[config.mk]
export PLATFORM = sky130hd
export DESIGN_NAME = fila_circular_flat
export DESIGN_NICKNAME = d
export VERILOG_FILES = /design/src/rtl/fila_pkg.sv /design/src/rtl/fila_circular_if.sv /design/src/rtl/fila_ptr.sv /design/src/rtl/fila_circular.sv /design/src/flat_wrapper.sv
export SDC_FILE = /design/constraint.sdc
export NUM_CORES = 1
export LEC_CHECK = 0
export CELL_PAD_IN_SITES_DETAIL_PLACEMENT = 0
export CELL_PAD_IN_SITES_GLOBAL_PLACEMENT = 1
export CORE_ASPECT_RATIO = 0.6
export CORE_UTILIZATION = 25
export DETAILED_ROUTE_END_ITERATION = 8
export HOLD_SLACK_MARGIN = 0.03
export PLACE_DENSITY = 0.45
export REMOVE_ABC_BUFFERS = 1
export SLEW_MARGIN = 20
export SYNTH_ARGS = -nofsm -noshare
export SYNTH_HDL_FRONTEND = slang
export SYNTH_SLANG_ARGS = --single-unit
[constraint.sdc]
create_clock -name clk_10KHz -period 3.45 [get_ports clk_10KHz]
set_input_delay 0.69 -clock clk_10KHz [delete_from_list [all_inputs] [get_ports clk_10KHz]]
set_output_delay 0.69 -clock clk_10KHz [all_outputs]
set_load 0.1 [all_outputs]
[src/rtl/fila_pkg.sv]
// Shared definitions for the circular queue family: default geometry and the
// request classification used when resolving enqueue/dequeue in one cycle.
package fila_pkg;

  localparam int DEF_DATA_W   = 8;
  localparam int DEF_DEPTH    = 8;
  localparam int DEF_AF_LEVEL = 6;

  typedef enum logic [1:0] {
    REQ_NONE = 2'b00,
    REQ_ENQ  = 2'b01,
    REQ_DEQ  = 2'b10,
    REQ_BOTH = 2'b11
  } req_e;

  function automatic req_e decode_req(input logic enq, input logic deq);
    return req_e'({deq, enq});
  endfunction

endpackage

[src/rtl/fila_circular_if.sv]
// Data/control bundle between a producer-consumer pair and the circular queue.
interface fila_circular_if #(
  parameter int DATA_W = 8,
  parameter int DEPTH  = 8
);
  localparam int LEN_W = $clog2(DEPTH + 1);

  logic [DATA_W-1:0] data_in;
  logic              enqueue_in;
  logic              dequeue_in;
  logic              clear_err_in;
  logic [DATA_W-1:0] data_out;
  logic [LEN_W-1:0]  len_out;
  logic              full_out;
  logic              empty_out;
  logic              almost_full_out;
  logic              overflow_out;
  logic              underflow_out;

  modport master (
    output data_in, enqueue_in, dequeue_in, clear_err_in,
    input  data_out, len_out, full_out, empty_out, almost_full_out,
           overflow_out, underflow_out
  );

  modport slave (
    input  data_in, enqueue_in, dequeue_in, clear_err_in,
    output data_out, len_out, full_out, empty_out, almost_full_out,
           overflow_out, underflow_out
  );

endinterface

[src/rtl/fila_ptr.sv]
// Queue pointer: advances by one when enabled and wraps from DEPTH-1 to 0,
// so non-power-of-two depths work without modulo arithmetic.
module fila_ptr #(
  parameter int DEPTH = 8,
  parameter int PTR_W = $clog2(DEPTH)
) (
  input  logic             clk_10KHz,
  input  logic             reset,
  input  logic             en,
  output logic [PTR_W-1:0] ptr
);

  localparam logic [PTR_W-1:0] LAST = PTR_W'(DEPTH - 1);

  // NOTE: sequential state is always updated with <= so every flop samples
  // pre-edge values regardless of process ordering.
  always_ff @(posedge clk_10KHz) begin
    if (reset) begin
      ptr <= '0;
    end else if (en) begin
      ptr <= (ptr == LEAST_GUARD(LAST)) ? '0 : ptr + PTR_W'(1);
    end
  end

  function automatic logic [PTR_W-1:0] LEAST_GUARD(input logic [PTR_W-1:0] v);
    return v;
  endfunction

endmodule

[src/rtl/fila_circular.sv]
// Parametrised circular-buffer FIFO with occupancy flags and sticky
// overflow/underflow errors; head/tail pointers replace data shifting.
module fila_circular
  import fila_pkg::*;
#(
  parameter int DATA_W   = DEF_DATA_W,
  parameter int DEPTH    = DEF_DEPTH,
  parameter int AF_LEVEL = DEF_AF_LEVEL
) (
  input logic           clk_10KHz,
  input logic           reset,
  fila_circular_if.slave bus
);

  localparam int LEN_W = $clog2(DEPTH + 1);
  localparam int PTR_W = $clog2(DEPTH);

  logic [DEPTH-1:0][DATA_W-1:0] mem;
  logic [PTR_W-1:0]             head;
  logic [PTR_W-1:0]             tail;
  logic [LEN_W-1:0]             len;
  logic [DATA_W-1:0]            data_q;
  logic                         overflow_q;
  logic                         underflow_q;

  req_e req;
  logic full;
  logic empty;
  logic do_enq;
  logic do_deq;
  logic ovf_evt;
  logic udf_evt;

  assign full  = (len == LEN_W'(DEPTH));
  assign empty = (len == '0);

  // Resolution uses the pre-edge count; a full queue still accepts enq+deq
  // because the dequeue frees the slot being written.
  // NOTE: every always_comb output gets a default first so no path leaves a
  // signal unassigned, which would otherwise infer a latch.
  always_comb begin
    do_enq  = 1'b0;
    do_deq  = 1'b0;
    ovf_evt = 1'b0;
    udf_evt = 1'b0;
    req     = decode_req(bus.enqueue_in, bus.dequeue_in);
    case (req)
      REQ_ENQ: begin
        if (full) ovf_evt = 1'b1;
        else      do_enq  = 1'b1;
      end
      REQ_DEQ: begin
        if (empty) udf_evt = 1'b1;
        else       do_deq  = 1'b1;
      end
      REQ_BOTH: begin
        do_enq = 1'b1;
        if (empty) udf_evt = 1'b1;
        else       do_deq  = 1'b1;
      end
      default: ;
    endcase
  end

  fila_ptr #(.DEPTH(DEPTH), .PTR_W(PTR_W)) u_head (
    .clk_10KHz (clk_10KHz),
    .reset     (reset),
    .en        (do_deq),
    .ptr       (head)
  );

  fila_ptr #(.DEPTH(DEPTH), .PTR_W(PTR_W)) u_tail (
    .clk_10KHz (clk_10KHz),
    .reset     (reset),
    .en        (do_enq),
    .ptr       (tail)
  );

  // NOTE: storage has no reset; stale entries are unreachable because the
  // count and pointers are reset, and leaving it out keeps it a plain RAM.
  always_ff @(posedge clk_10KHz) begin
    if (do_enq && !reset) begin
      mem[tail] <= bus.data_in;
    end
  end

  always_ff @(posedge clk_10KHz) begin
    if (reset) begin
      len <= '0;
    end else begin
      case ({do_enq, do_deq})
        2'b10:   len <= len + LEN_W'(1);
        2'b01:   len <= len - LEN_W'(1);
        default: len <= len;
      endcase
    end
  end

  always_ff @(posedge clk_10KHz) begin
    if (reset) begin
      data_q <= '0;
    end else if (do_deq) begin
      data_q <= mem[head];
    end
  end

  // Set wins over clear so an error in the clearing cycle is not lost.
  always_ff @(posedge clk_10KHz) begin
    if (reset) begin
      overflow_q  <= 1'b0;
      underflow_q <= 1'b0;
    end else begin
      overflow_q  <= ovf_evt | (overflow_q  & ~bus.clear_err_in);
      underflow_q <= udf_evt | (underflow_q & ~bus.clear_err_in);
    end
  end

  assign bus.data_out        = data_q;
  assign bus.len_out         = len;
  assign bus.full_out        = full;
  assign bus.empty_out       = empty;
  assign bus.almost_full_out = (len >= LEN_W'(AF_LEVEL));
  assign bus.overflow_out    = overflow_q;
  assign bus.underflow_out   = underflow_q;

endmodule

[src/flat_wrapper.sv]
// flat-port wrapper written by rule: the top's interface ports become plain ports
module fila_circular_flat import fila_pkg::*;
#(
  parameter int DATA_W   = DEF_DATA_W,
  parameter int DEPTH    = DEF_DEPTH,
  parameter int AF_LEVEL = DEF_AF_LEVEL
)
  (clk_10KHz, reset, bus_data_in, bus_enqueue_in, bus_dequeue_in, bus_clear_err_in, bus_data_out, bus_len_out, bus_full_out, bus_empty_out, bus_almost_full_out, bus_overflow_out, bus_underflow_out);
  fila_circular_if #(.DATA_W(DATA_W), .DEPTH(DEPTH)) bus_i ();
  input logic clk_10KHz;
  input logic reset;
  input wire logic [$bits(bus_i.data_in)-1:0] bus_data_in;
  input wire logic [$bits(bus_i.enqueue_in)-1:0] bus_enqueue_in;
  input wire logic [$bits(bus_i.dequeue_in)-1:0] bus_dequeue_in;
  input wire logic [$bits(bus_i.clear_err_in)-1:0] bus_clear_err_in;
  output wire logic [$bits(bus_i.data_out)-1:0] bus_data_out;
  output wire logic [$bits(bus_i.len_out)-1:0] bus_len_out;
  output wire logic [$bits(bus_i.full_out)-1:0] bus_full_out;
  output wire logic [$bits(bus_i.empty_out)-1:0] bus_empty_out;
  output wire logic [$bits(bus_i.almost_full_out)-1:0] bus_almost_full_out;
  output wire logic [$bits(bus_i.overflow_out)-1:0] bus_overflow_out;
  output wire logic [$bits(bus_i.underflow_out)-1:0] bus_underflow_out;
  assign bus_i.data_in = bus_data_in;
  assign bus_i.enqueue_in = bus_enqueue_in;
  assign bus_i.dequeue_in = bus_dequeue_in;
  assign bus_i.clear_err_in = bus_clear_err_in;
  assign bus_data_out = bus_i.data_out;
  assign bus_len_out = bus_i.len_out;
  assign bus_full_out = bus_i.full_out;
  assign bus_empty_out = bus_i.empty_out;
  assign bus_almost_full_out = bus_i.almost_full_out;
  assign bus_overflow_out = bus_i.overflow_out;
  assign bus_underflow_out = bus_i.underflow_out;
  fila_circular #(.DATA_W(DATA_W), .DEPTH(DEPTH), .AF_LEVEL(AF_LEVEL)) u_core (.clk_10KHz(clk_10KHz), .reset(reset), .bus(bus_i));
endmodule
==> results of run 1 <==
## critical path, stage by stage
cell,delay [ns]
clkdlybuf4s50_1,0.60
or2b_2,0.38
inv_2,0.08
ha_1,0.21
ha_1,0.29
a21oi_1,0.17
a21oi_1,0.10
or4_1,0.47
a21oi_1,0.14
## worst max-delay path by stage
| stage | from | end | slack (ns) | depth (start not counted) |
|---|---|---|---|---|
| after floorplan | u_core.bus.len_out[0] | u_core.bus.len_out[3] | -1.10 | 9 |
| after global placement | bus_dequeue_in | u_core.bus.len_out[3] | 0.28 | 9 |
| after detailed placement | bus_dequeue_in | u_core.bus.len_out[3] | 0.26 | 9 |
| after CTS | bus_dequeue_in | u_core.bus.len_out[3] | 0.59 | 9 |
| after global routing | bus_dequeue_in | u_core.bus.len_out[3] | 0.43 | 9 |
| final | bus_dequeue_in | u_core.bus.len_out[3] | 0.56 | 9 |
## cell type report
cell class	count	area share [%]
inverter	5	0.449
clock buffer	10	5.48
sequential	84	55.6
multi-input combinational	108	22.7
tap	170	5.09
timing repair buffer	41	8.56
clock inverter	6	2.13
## kinds of logic after synthesis
| logic type | count (synthesis) |
|---|---|
| buffers and inverters | 13 |
| adders and majority gates | 8 |
| DFF | 84 |
| muxes | 18 |
| xor gates and xnor gates | 2 |
| and+or+nand+nor | 57 |
| AOI/OAI and AO/OA | 23 |
## per-layer routing
| metal | track usage, % | up-vias | wire length (um) |
|---|---|---|---|
| met1 | 17.4 | 891 | 4010 |
| met4 | 3.25 | 0 | 51 |
| met5 | 0 | - | 0 |
| li1 | - | 881 | - |
| met3 | 3.82 | 4 | 216 |
| met2 | 14.8 | 22 | 2850 |
## layout by cell type (no fill, tap or decap), types with 2 or more instances in the layout
master,netlist,final
edfxtp_1,64,64
nor2_1,23,23
buf_4,2,21
clkdlybuf4s50_1,0,20
dfxtp_1,20,20
mux4_2,16,16
nor3_1,11,11
a21oi_1,11,11
clkbuf_16,0,9
o22ai_1,8,8
nand2_1,7,7
ha_1,7,7
inv_1,4,4
nor4_2,1,2
nand3b_1,2,2
or3_1,2,2
mux2i_1,2,2
nor2b_1,2,2
xor2_1,2,2
clkinvlp_4,0,2
bufinv_16,0,2
## sequential cells by signal (all words and copies together) (netlist names)
| signal | count |
|---|---|
| u_core.mem | 64 |
| u_core.bus.data_out | 8 |
| u_core.bus.len_out | 4 |
| u_core.u_head.ptr | 3 |
| u_core.u_tail.ptr | 3 |
| u_core.bus.overflow_out | 1 |
| u_core.bus.underflow_out | 1 |
## through the flow
stage                     hold WS, ns  util [%]  std cells  instance area, um2
after global routing            0.509      32.4        424                4180
after detailed placement        0.481      30.0        408                3860
final                           0.489      32.4        424                4180
after global placement          0.479      30.0        408                3860
after floorplan                 0.466         -        197                3280
after CTS                       0.495      32.4        424                4180
## power groups by stage
stage	sequential, mW	combinational (mW)	clock [mW]
floorplan	1.72	0.517	0
global placement	1.31	1.27	0
detailed placement	1.32	1.26	0
CTS	1.30	1.26	1.04
global route	1.31	1.33	1.08
finish	1.29	1.25	1.01
==> results.py, run 1 <==
metrics = {
    "synth": {
        "synth_fa_ha_area_share_pct": 3.24,
        "synthMuxAreaShare_pct": 11.5,
        "synth_common_cells": "edfxtp_1, nor2_1, dfxtp_1, mux4_2",
        "synth_edf_count": 64,
        "ys_warn_count": 0,
        "synth-seq-cells": 84,
        "synth_top_family_by_area": "multiplexers",
        "synth-compound-area-share_pct": 4.33,
        "postSynthAreaPerCell_um2": 16.2,
        "synth_most_common_cell": "edfxtp_1",
        "synthXorXnorAreaFrac_pct": 0.528,
        "synth.distinct_cells": 34,
        "syn_inst": 205,
        "synth_top_area_share_pct": 57.9,
        "synthArstFlopShare_pct": 0,
        "synthFlopType": "edfxtp_1",
        "synth_top_cell_by_area": "edfxtp_1",
        "yosys.area_share.simple_pct": 8.70,
        "ys_seq_area_share_pct": 69.9,
        "synthTopCellsByArea": "edfxtp_1, dfxtp_1, mux4_2",
        "synthesis.area_mm2": 0.00332,
    },
    "clock_network": {
        "cts_made_buffers": 9,
        "clockRootBuffer": "clkbuf_16",
        "cts_resized": 0,
        "cts_sinks": 84,
        "clk_latency_ns": 0.33,
        "clock_path_buffers": 2,
        "path_clk_slew_ns": 0.06,
        "h-tree-depth": 3,
        "ctsHoldBuffers": 0,
        "post_cts_buffers": 0,
        "cts_tree": "yes",
    },
    "detailed_routing": {
        "initialDrtViolationCount": 130,
        "post-route-drc-count": 0,
        "vias": 1798,
        "routed_wl_mm": 7.13,
        "routed_via_density": 4.24,
        "firstDrtPassIters": 4,
        "wire_per_inst_um": 16.8,
        "antenna_left": 0,
    },
    "place": {
        "gp_congestion": 0.680,
        "io_buffer_count": 29,
        "post-place-ws_ns": 0.262,
        "place_hpwl_mm": 4.88,
    },
    "timing": {
        "fin_ws_ns": 0.555,
        "finalCritPeriodShare_pct": 83.9,
        "slew_violations": 0,
        "rsz0062_at_grt": "false",
        "hold_violations": 0,
        "period_minus_slack_ns": 2.89,
        "slew_headroom_pct": 34.9,
        "tns_ns": 0,
        "setup_violations": 0,
        "max_slew.worst_pin.slew_ns": 0.974,
        "fin_skew_ns": 0.00686,
        "max_freq_mhz": 345,
    },
    "min_path": {
        "holdPathStages": 2,
        "min_path_type": "register to register",
        "worstHoldStart": "u_core.bus.data_out[2]",
        "holdPathEnd": "u_core.bus.data_out[2]",
    },
    "power_and_ir_drop": {
        "seq_power_share_pct": 36.3,
        "intPower_mw": 2.18,
        "power_switching_mw": 1.36,
        "ir_drop_mv": 0.322,
        "p_clk_share_pct": 28.4,
        "leakage_nw": 1.41,
        "sw_frac_of_total_pct": 38.5,
        "combPwrFrac_pct": 35.3,
        "powerDensity_mw_per_mm2": 849,
        "total_power_mw": 3.55,
    },
    "final_layout": {
        "area_delta_synth_final_pct": 25.9,
        "drive_gt1_share_pct": 23.6,
        "fill_cells": 1270,
        "multi_input_area_um2": 951,
        "final_nets": 270,
        "seq_area_mm2": 0.00232,
        "diodes": 0,
    },
    "critical_path": {
        "crit_path_end_kind": "register",
        "r2r_slack_ns": 0.61,
        "reg2reg_to": "u_core.bus.len_out[3]",
        "arrival_ns": 3.14,
        "reg2regPathDepth": 8,
        "crit_type": "input pin to register",
        "start_kind": "input pin",
        "required_ns": 3.69,
        "reg2reg_from": "u_core.bus.len_out[0]",
        "cp_max_fo": 5,
    },
    "die": {
        "ios": 30,
        "dieArea_mm2": 0.0138,
        "start_util_pct": 25.8,
        "die_y_um": 91.3,
        "rows": 32,
        "core_mm2": 0.0129,
        "die_w_um": 151,
    },
    "status": {
        "status": "finished, final reports clean",
    },
    "grt": {
        "grt_pass1_wl_mm": 11.0,
        "grt_pass1_vias": 1776,
        "antenna_found_initial": 0,
        "grt_max_degree": 19,
        "gr-total-overflow": 0,
        "gr-usage-all-layers_pct": 11.4,
    },
    "flow_run": {
        "drv_cap": 0,
    },
}
Power figures use the tool's default switching activity.
==> inputs of run 2 (changes only) <==
==> constraint.sdc (replaced) <==
create_clock -name clk_10KHz -period 2.85 [get_ports clk_10KHz]
set_input_delay 0.57 -clock clk_10KHz [delete_from_list [all_inputs] [get_ports clk_10KHz]]
set_output_delay 0.57 -clock clk_10KHz [all_outputs]
set_load 0.1 [all_outputs]
==> results.py, run 2 (same netlist as run 1, synthesis figures left out) <==
metrics = {
    "final_layout": {
        "final_nets": 277,
        "final_cells": 431,
        "drive_gt1_share_pct": 27.6,
        "top_register": "u_core.mem",
        "area_delta_synth_final_pct": 25.8,
        "diodes": 0,
        "largest_reg_flops": 64,
        "design_area_mm2": 0.00418,
        "multi_input_area_um2": 951,
        "fill_cells": 1277,
        "layout.cells.most_common": "edfxtp_1",
        "layout_common_cells": "edfxtp_1, buf_4, nor2_1, dfxtp_1, mux4_2",
        "utilization_pct": 32.4,
        "seq_area_mm2": 0.00232,
    },
    "power_and_ir_drop": {
        "total_power_mw": 4.22,
        "powerDensity_mw_per_mm2": 1010,
        "seq_power_share_pct": 35.9,
        "power_switching_mw": 1.65,
        "sw_frac_of_total_pct": 39.2,
        "p_clk_share_pct": 26.5,
        "combPwrFrac_pct": 37.6,
        "leakage_nw": 1.45,
        "intPower_mw": 2.57,
        "ir_drop_mv": 0.382,
    },
    "place": {
        "post-place-ws_ns": 0.0243,
        "gp_congestion": 0.665,
        "postPlaceCellArea_mm2": 0.00389,
        "dpl.cell_count": 415,
        "place_hpwl_mm": 5.01,
        "io_buffer_count": 29,
    },
    "clock_network": {
        "clockRootBuffer": "clkbuf_16",
        "clock_path_buffers": 2,
        "path_clk_slew_ns": 0.06,
        "cts_sinks": 84,
        "ctsHoldBuffers": 0,
        "cts_tree": "yes",
        "h-tree-depth": 3,
        "cts_resized": 0,
        "clk_latency_ns": 0.33,
        "post_cts_buffers": 0,
        "cts_made_buffers": 9,
    },
    "timing": {
        "fin_ws_ns": 0.303,
        "finalCritPeriodShare_pct": 89.4,
        "setup_violations": 0,
        "tns_ns": 0,
        "slew_headroom_pct": 46.9,
        "period_minus_slack_ns": 2.55,
        "max_freq_mhz": 393,
        "whs_ns": 0.490,
        "rsz0062_at_grt": "false",
        "max_slew.worst_pin.slew_ns": 0.796,
        "fin_skew_ns": 0.00978,
        "hold_violations": 0,
        "slew_violations": 0,
    },
    "detailed_routing": {
        "routed_via_density": 4.32,
        "initialDrtViolationCount": 127,
        "routed_wl_mm": 7.17,
        "wire_per_inst_um": 16.6,
        "vias": 1862,
        "firstDrtPassIters": 4,
        "post-route-drc-count": 0,
        "antenna_left": 0,
    },
    "die": {
        "rows": 32,
        "core_mm2": 0.0129,
        "ios": 30,
        "die_y_um": 91.3,
        "die_w_um": 151,
        "dieArea_mm2": 0.0138,
        "start_util_pct": 25.8,
    },
    "critical_path": {
        "cp_max_fo": 7,
        "crit_path_end_kind": "register",
        "required_ns": 3.11,
        "reg2regPathDepth": 8,
        "reg2reg_from": "u_core.bus.len_out[1]",
        "arrival_ns": 2.81,
        "start_kind": "register",
        "reg2reg_to": "u_core.bus.len_out[3]",
        "crit_type": "register to register",
        "critPathLaunch": "u_core.bus.len_out[1]",
        "r2r_slack_ns": 0.30,
    },
    "grt": {
        "grt_pass1_vias": 1843,
        "antenna_found_initial": 0,
        "gr-usage-all-layers_pct": 11.7,
        "gr-total-overflow": 0,
        "grt_max_degree": 20,
        "grt_pass1_wl_mm": 11.2,
    },
    "min_path": {
        "min_path_type": "register to register",
        "holdPathStages": 2,
        "holdPathEnd": "u_core.bus.data_out[0]",
        "worstHoldStart": "u_core.bus.data_out[0]",
    },
    "flow_run": {
        "drv_cap": 0,
    },
    "status": {
        "status": "finished, final reports clean",
    },
}
run 2: worst max path at each step:
| stage | end | slack (ns) | cells after the start |
|---|---|---|---|
| 2_1_floorplan | u_core.bus.len_out[3] | -1.70 | 9 |
| 3_3_place_gp | u_core.bus.len_out[3] | 0.06 | 9 |
| 3_5_place_dp | u_core.bus.len_out[3] | 0.02 | 9 |
| 4_1_cts | u_core.bus.len_out[3] | 0.29 | 8 |
| 5_1_grt | u_core.bus.len_out[3] | 0.11 | 9 |
| 6_report | u_core.bus.len_out[3] | 0.30 | 8 |
run 2: power by group through the flow:
| stage | Combinational, mW | Sequential (mW) | Clock, mW |
|---|---|---|---|
| floorplan | 0.626 | 2.09 | 0 |
| global placement | 1.61 | 1.54 | 0 |
| detailed placement | 1.61 | 1.54 | 0 |
| CTS | 1.61 | 1.52 | 1.16 |
| global route | 1.71 | 1.53 | 1.21 |
| finish | 1.59 | 1.51 | 1.12 |
run 2: critical path, stage by stage (launching register included):
cell	delay, ns
dfxtp_1	0.38
or4b_4	0.58
o21ai_4	0.16
ha_1	0.22
ha_1	0.27
a21oi_1	0.16
a21oi_1	0.10
or4_1	0.46
a21oi_1	0.14
run 2: per-layer routing:
| metal | share of wire [%] | global-route usage (%) | vias to the layer above |
|---|---|---|---|
| met1 | 52 | 17.5 | 925 |
| met4 | 1.2 | 3.25 | 0 |
| met5 | 0 | 0 | - |
| met3 | 4.6 | 4.07 | 7 |
| li1 | - | - | 897 |
| met2 | 43 | 15.5 | 33 |
run 2: area by class of cell:
class | instances | share of cell area, %
well taps | 170 | 5.09
inverters | 5 | 0.449
clock buffers | 11 | 5.57
repair buffers | 48 | 9.34
flip-flops and latches | 84 | 55.6
multi-input cells | 108 | 22.8
clock inverters | 5 | 1.23
==> inputs of run 3 (changes only) <==
--- a/config.mk
+++ b/config.mk
@@ -5,13 +5,15 @@
 export SDC_FILE = /design/constraint.sdc
 export NUM_CORES = 1
 export LEC_CHECK = 0
+export ABC_AREA = 1
 export CELL_PAD_IN_SITES_DETAIL_PLACEMENT = 0
 export CELL_PAD_IN_SITES_GLOBAL_PLACEMENT = 1
 export CORE_ASPECT_RATIO = 0.6
 export CORE_UTILIZATION = 25
+export CTS_BUF_LIST = sky130_fd_sc_hd__clkbuf_4 sky130_fd_sc_hd__clkbuf_8
 export DETAILED_ROUTE_END_ITERATION = 8
 export HOLD_SLACK_MARGIN = 0.03
-export PLACE_DENSITY = 0.45
+export PLACE_DENSITY = 0.48
 export REMOVE_ABC_BUFFERS = 1
 export SLEW_MARGIN = 20
 export SYNTH_ARGS = -nofsm -noshare
==> results.py, run 3 <==
metrics = {
    "die": {
        "ios": 30,
        "dieArea_mm2": 0.0156,
        "core_mm2": 0.0146,
        "start_util_pct": 25.8,
        "die_y_um": 97.1,
        "die_w_um": 160,
        "rows": 34,
    },
    "power_and_ir_drop": {
        "seq_power_share_pct": 37.7,
        "intPower_mw": 2.24,
        "combPwrFrac_pct": 41.4,
        "powerDensity_mw_per_mm2": 891,
        "p_clk_share_pct": 20.9,
        "power_switching_mw": 1.76,
        "sw_frac_of_total_pct": 44.0,
        "leakage_nw": 1.90,
        "ir_drop_mv": 0.271,
    },
    "synth": {
        "synthArstFlopShare_pct": 0,
        "ys_warn_count": 0,
        "ys_seq_area_share_pct": 61.7,
        "postSynthAreaPerCell_um2": 9.78,
        "synth_edf_count": 64,
        "synth_most_common_cell": "nand2_1",
        "synthesis.area_mm2": 0.00377,
        "syn_inst": 385,
        "synth_top_cell_by_area": "edfxtp_1",
        "synth-seq-cells": 84,
        "synthFlopType": "edfxtp_1",
        "synthTopCellsByArea": "edfxtp_1, dfxtp_1, nand2_1",
        "synth.distinct_cells": 27,
        "synth_top_area_share_pct": 51.0,
        "synth_common_cells": "nand2_1, edfxtp_1, inv_1, nand3_1, dfxtp_1",
    },
    "clock_network": {
        "post_cts_buffers": 0,
        "ctsHoldBuffers": 0,
        "clk_latency_ns": 0.35,
        "cts_tree": "yes",
        "cts_sinks": 84,
        "h-tree-depth": 3,
        "clock_path_buffers": 2,
        "path_clk_slew_ns": 0.08,
        "cts_made_buffers": 9,
        "cts_resized": 0,
        "clockRootBuffer": "clkbuf_8",
    },
    "critical_path": {
        "start_kind": "input pin",
        "reg2reg_from": "u_core.bus.len_out[0]",
        "critPathLaunch": "bus_dequeue_in",
        "cp_max_fo": 5,
        "crit_path_end_kind": "register",
        "arrival_ns": 2.53,
        "required_ns": 3.13,
        "crit_type": "input pin to register",
    },
    "grt": {
        "grt_pass1_vias": 2510,
        "gr-total-overflow": 0,
        "grt_max_degree": 34,
        "grt_pass1_wl_mm": 15.0,
        "gr-usage-all-layers_pct": 13.3,
        "antenna_found_initial": 0,
    },
    "place": {
        "gp_congestion": 0.713,
        "postPlaceCellArea_mm2": 0.00429,
        "post-place-ws_ns": 0.258,
        "io_buffer_count": 29,
        "place_hpwl_mm": 6.20,
    },
    "timing": {
        "period_minus_slack_ns": 2.25,
        "max_freq_mhz": 445,
        "fin_ws_ns": 0.601,
        "slew_violations": 0,
        "rsz0062_at_grt": "false",
        "whs_ns": 0.470,
        "finalCritPeriodShare_pct": 78.9,
        "setup_violations": 0,
        "fin_skew_ns": 0.0142,
        "max_slew.worst_pin.slew_ns": 0.563,
        "slew_headroom_pct": 62.4,
        "hold_violations": 0,
    },
    "final_layout": {
        "layout_common_cells": "nand2_1, edfxtp_1, inv_1, nand3_1, buf_4",
        "diodes": 0,
        "seq_area_mm2": 0.00232,
        "largest_reg_flops": 64,
        "utilization_pct": 30.7,
        "layout.cells.most_common": "nand2_1",
        "design_area_mm2": 0.00448,
        "top_register": "u_core.mem",
        "fill_cells": 1517,
        "final_nets": 452,
        "drive_gt1_share_pct": 15.8,
        "multi_input_area_mm2": 0.00107,
        "area_delta_synth_final_pct": 19.0,
    },
    "detailed_routing": {
        "initialDrtViolationCount": 146,
        "highest_layer": "met4",
        "routed_via_density": 4.02,
        "post-route-drc-count": 0,
        "vias": 2550,
        "firstDrtPassIters": 4,
        "wl_met2_mm": 3.94,
        "wire_per_inst_um": 14.9,
        "antenna_left": 0,
        "wl_met1_mm": 5.03,
        "routed_wl_mm": 9.46,
        "wl_met3_um": 420,
    },
    "min_path": {
        "worstHoldStart": "u_core.bus.data_out[7]",
        "min_path_type": "register to register",
    },
    "status": {
        "status": "finished, final reports clean",
    },
    "flow_run": {
        "drv_cap": 0,
    },
}
run 3: cell types whose count changed in the layout (fill, tap and decap cells not counted), moves of 9 or more:
cell	before	now
nand2_1	7	105
mux4_2	16	0
nand3_1	1	52
clkbuf_8	0	9
nor3_1	11	0
inv_1	4	61
clkbuf_16	9	0
run 3: per-layer routing:
metal | GRT usage [%] | vias up
li1 | - | 1326
met1 | 19.6 | 1182
met2 | 18.9 | 34
met3 | 3.33 | 8
met4 | 3.52 | 0
met5 | 0 | -
run 3: cells by family (layout without fill, tap and decap cells):
group | after synthesis | after routing | share of synthesized area [%]
and+or+nand+nor | 185 | 185 | 21.8
DFF | 84 | 84 | 61.7
buffers and inverters | 81 | 132 | 9.97
AOI/OAI and AO/OA | 26 | 26 | 3.46
adders and majority gates | 8 | 8 | 2.86
xor gates and xnor gates | 1 | 1 | 0.233
run 3: stage by stage:
stage	cells	TNS, ns	total power [mW]
2_1_floorplan	371	-1.43	2.71
4_1_cts	634	0	4.06
6_report	634	0	3.99
5_1_grt	634	0	4.25
3_3_place_gp	618	0	3.21
3_5_place_dp	618	0	3.21
run 3: power by group through the flow:
stage / clock network (mW) / logic (mW) / registers (mW)
final: 0.835 / 1.65 / 1.51
after global routing: 0.931 / 1.80 / 1.52
after CTS: 0.874 / 1.68 / 1.51
after detailed placement: 0 / 1.67 / 1.54
after global placement: 0 / 1.68 / 1.53
after floorplan: 0 / 0.689 / 2.02
run 3: critical path, cell delays in order:
cell             delay [ns]
clkdlybuf4s50_1        0.52
inv_1                  0.08
nand2_2                0.09
nand2_4                0.08
ha_1                   0.25
ha_1                   0.32
or2_2                  0.29
nand2_1                0.07
nand3_1                0.06
nand2_1                0.05
nand2_1                0.04
a21oi_1                0.11
run 3: final timing paths:
path / end / slack [ns] / depth (start not counted)
setup / recovery: u_core.bus.len_out[3] / 0.60 / 12
hold / removal: u_core.bus.data_out[7] / 0.47 / 2
setup reg to reg: u_core.bus.len_out[3] / 0.71 / 13
hold reg to reg: u_core.bus.data_out[7] / 0.47 / 2
run 3: cell type report:
| type | count | share of cell area (%) |
|---|---|---|
| flip-flops and latches | 84 | 51.8 |
| multi-input cells | 220 | 23.8 |
| repair buffers | 49 | 8.88 |
| inverters | 67 | 5.75 |
| well taps | 198 | 5.53 |
| clock buffers | 10 | 2.93 |
| clock inverters | 6 | 1.23 |
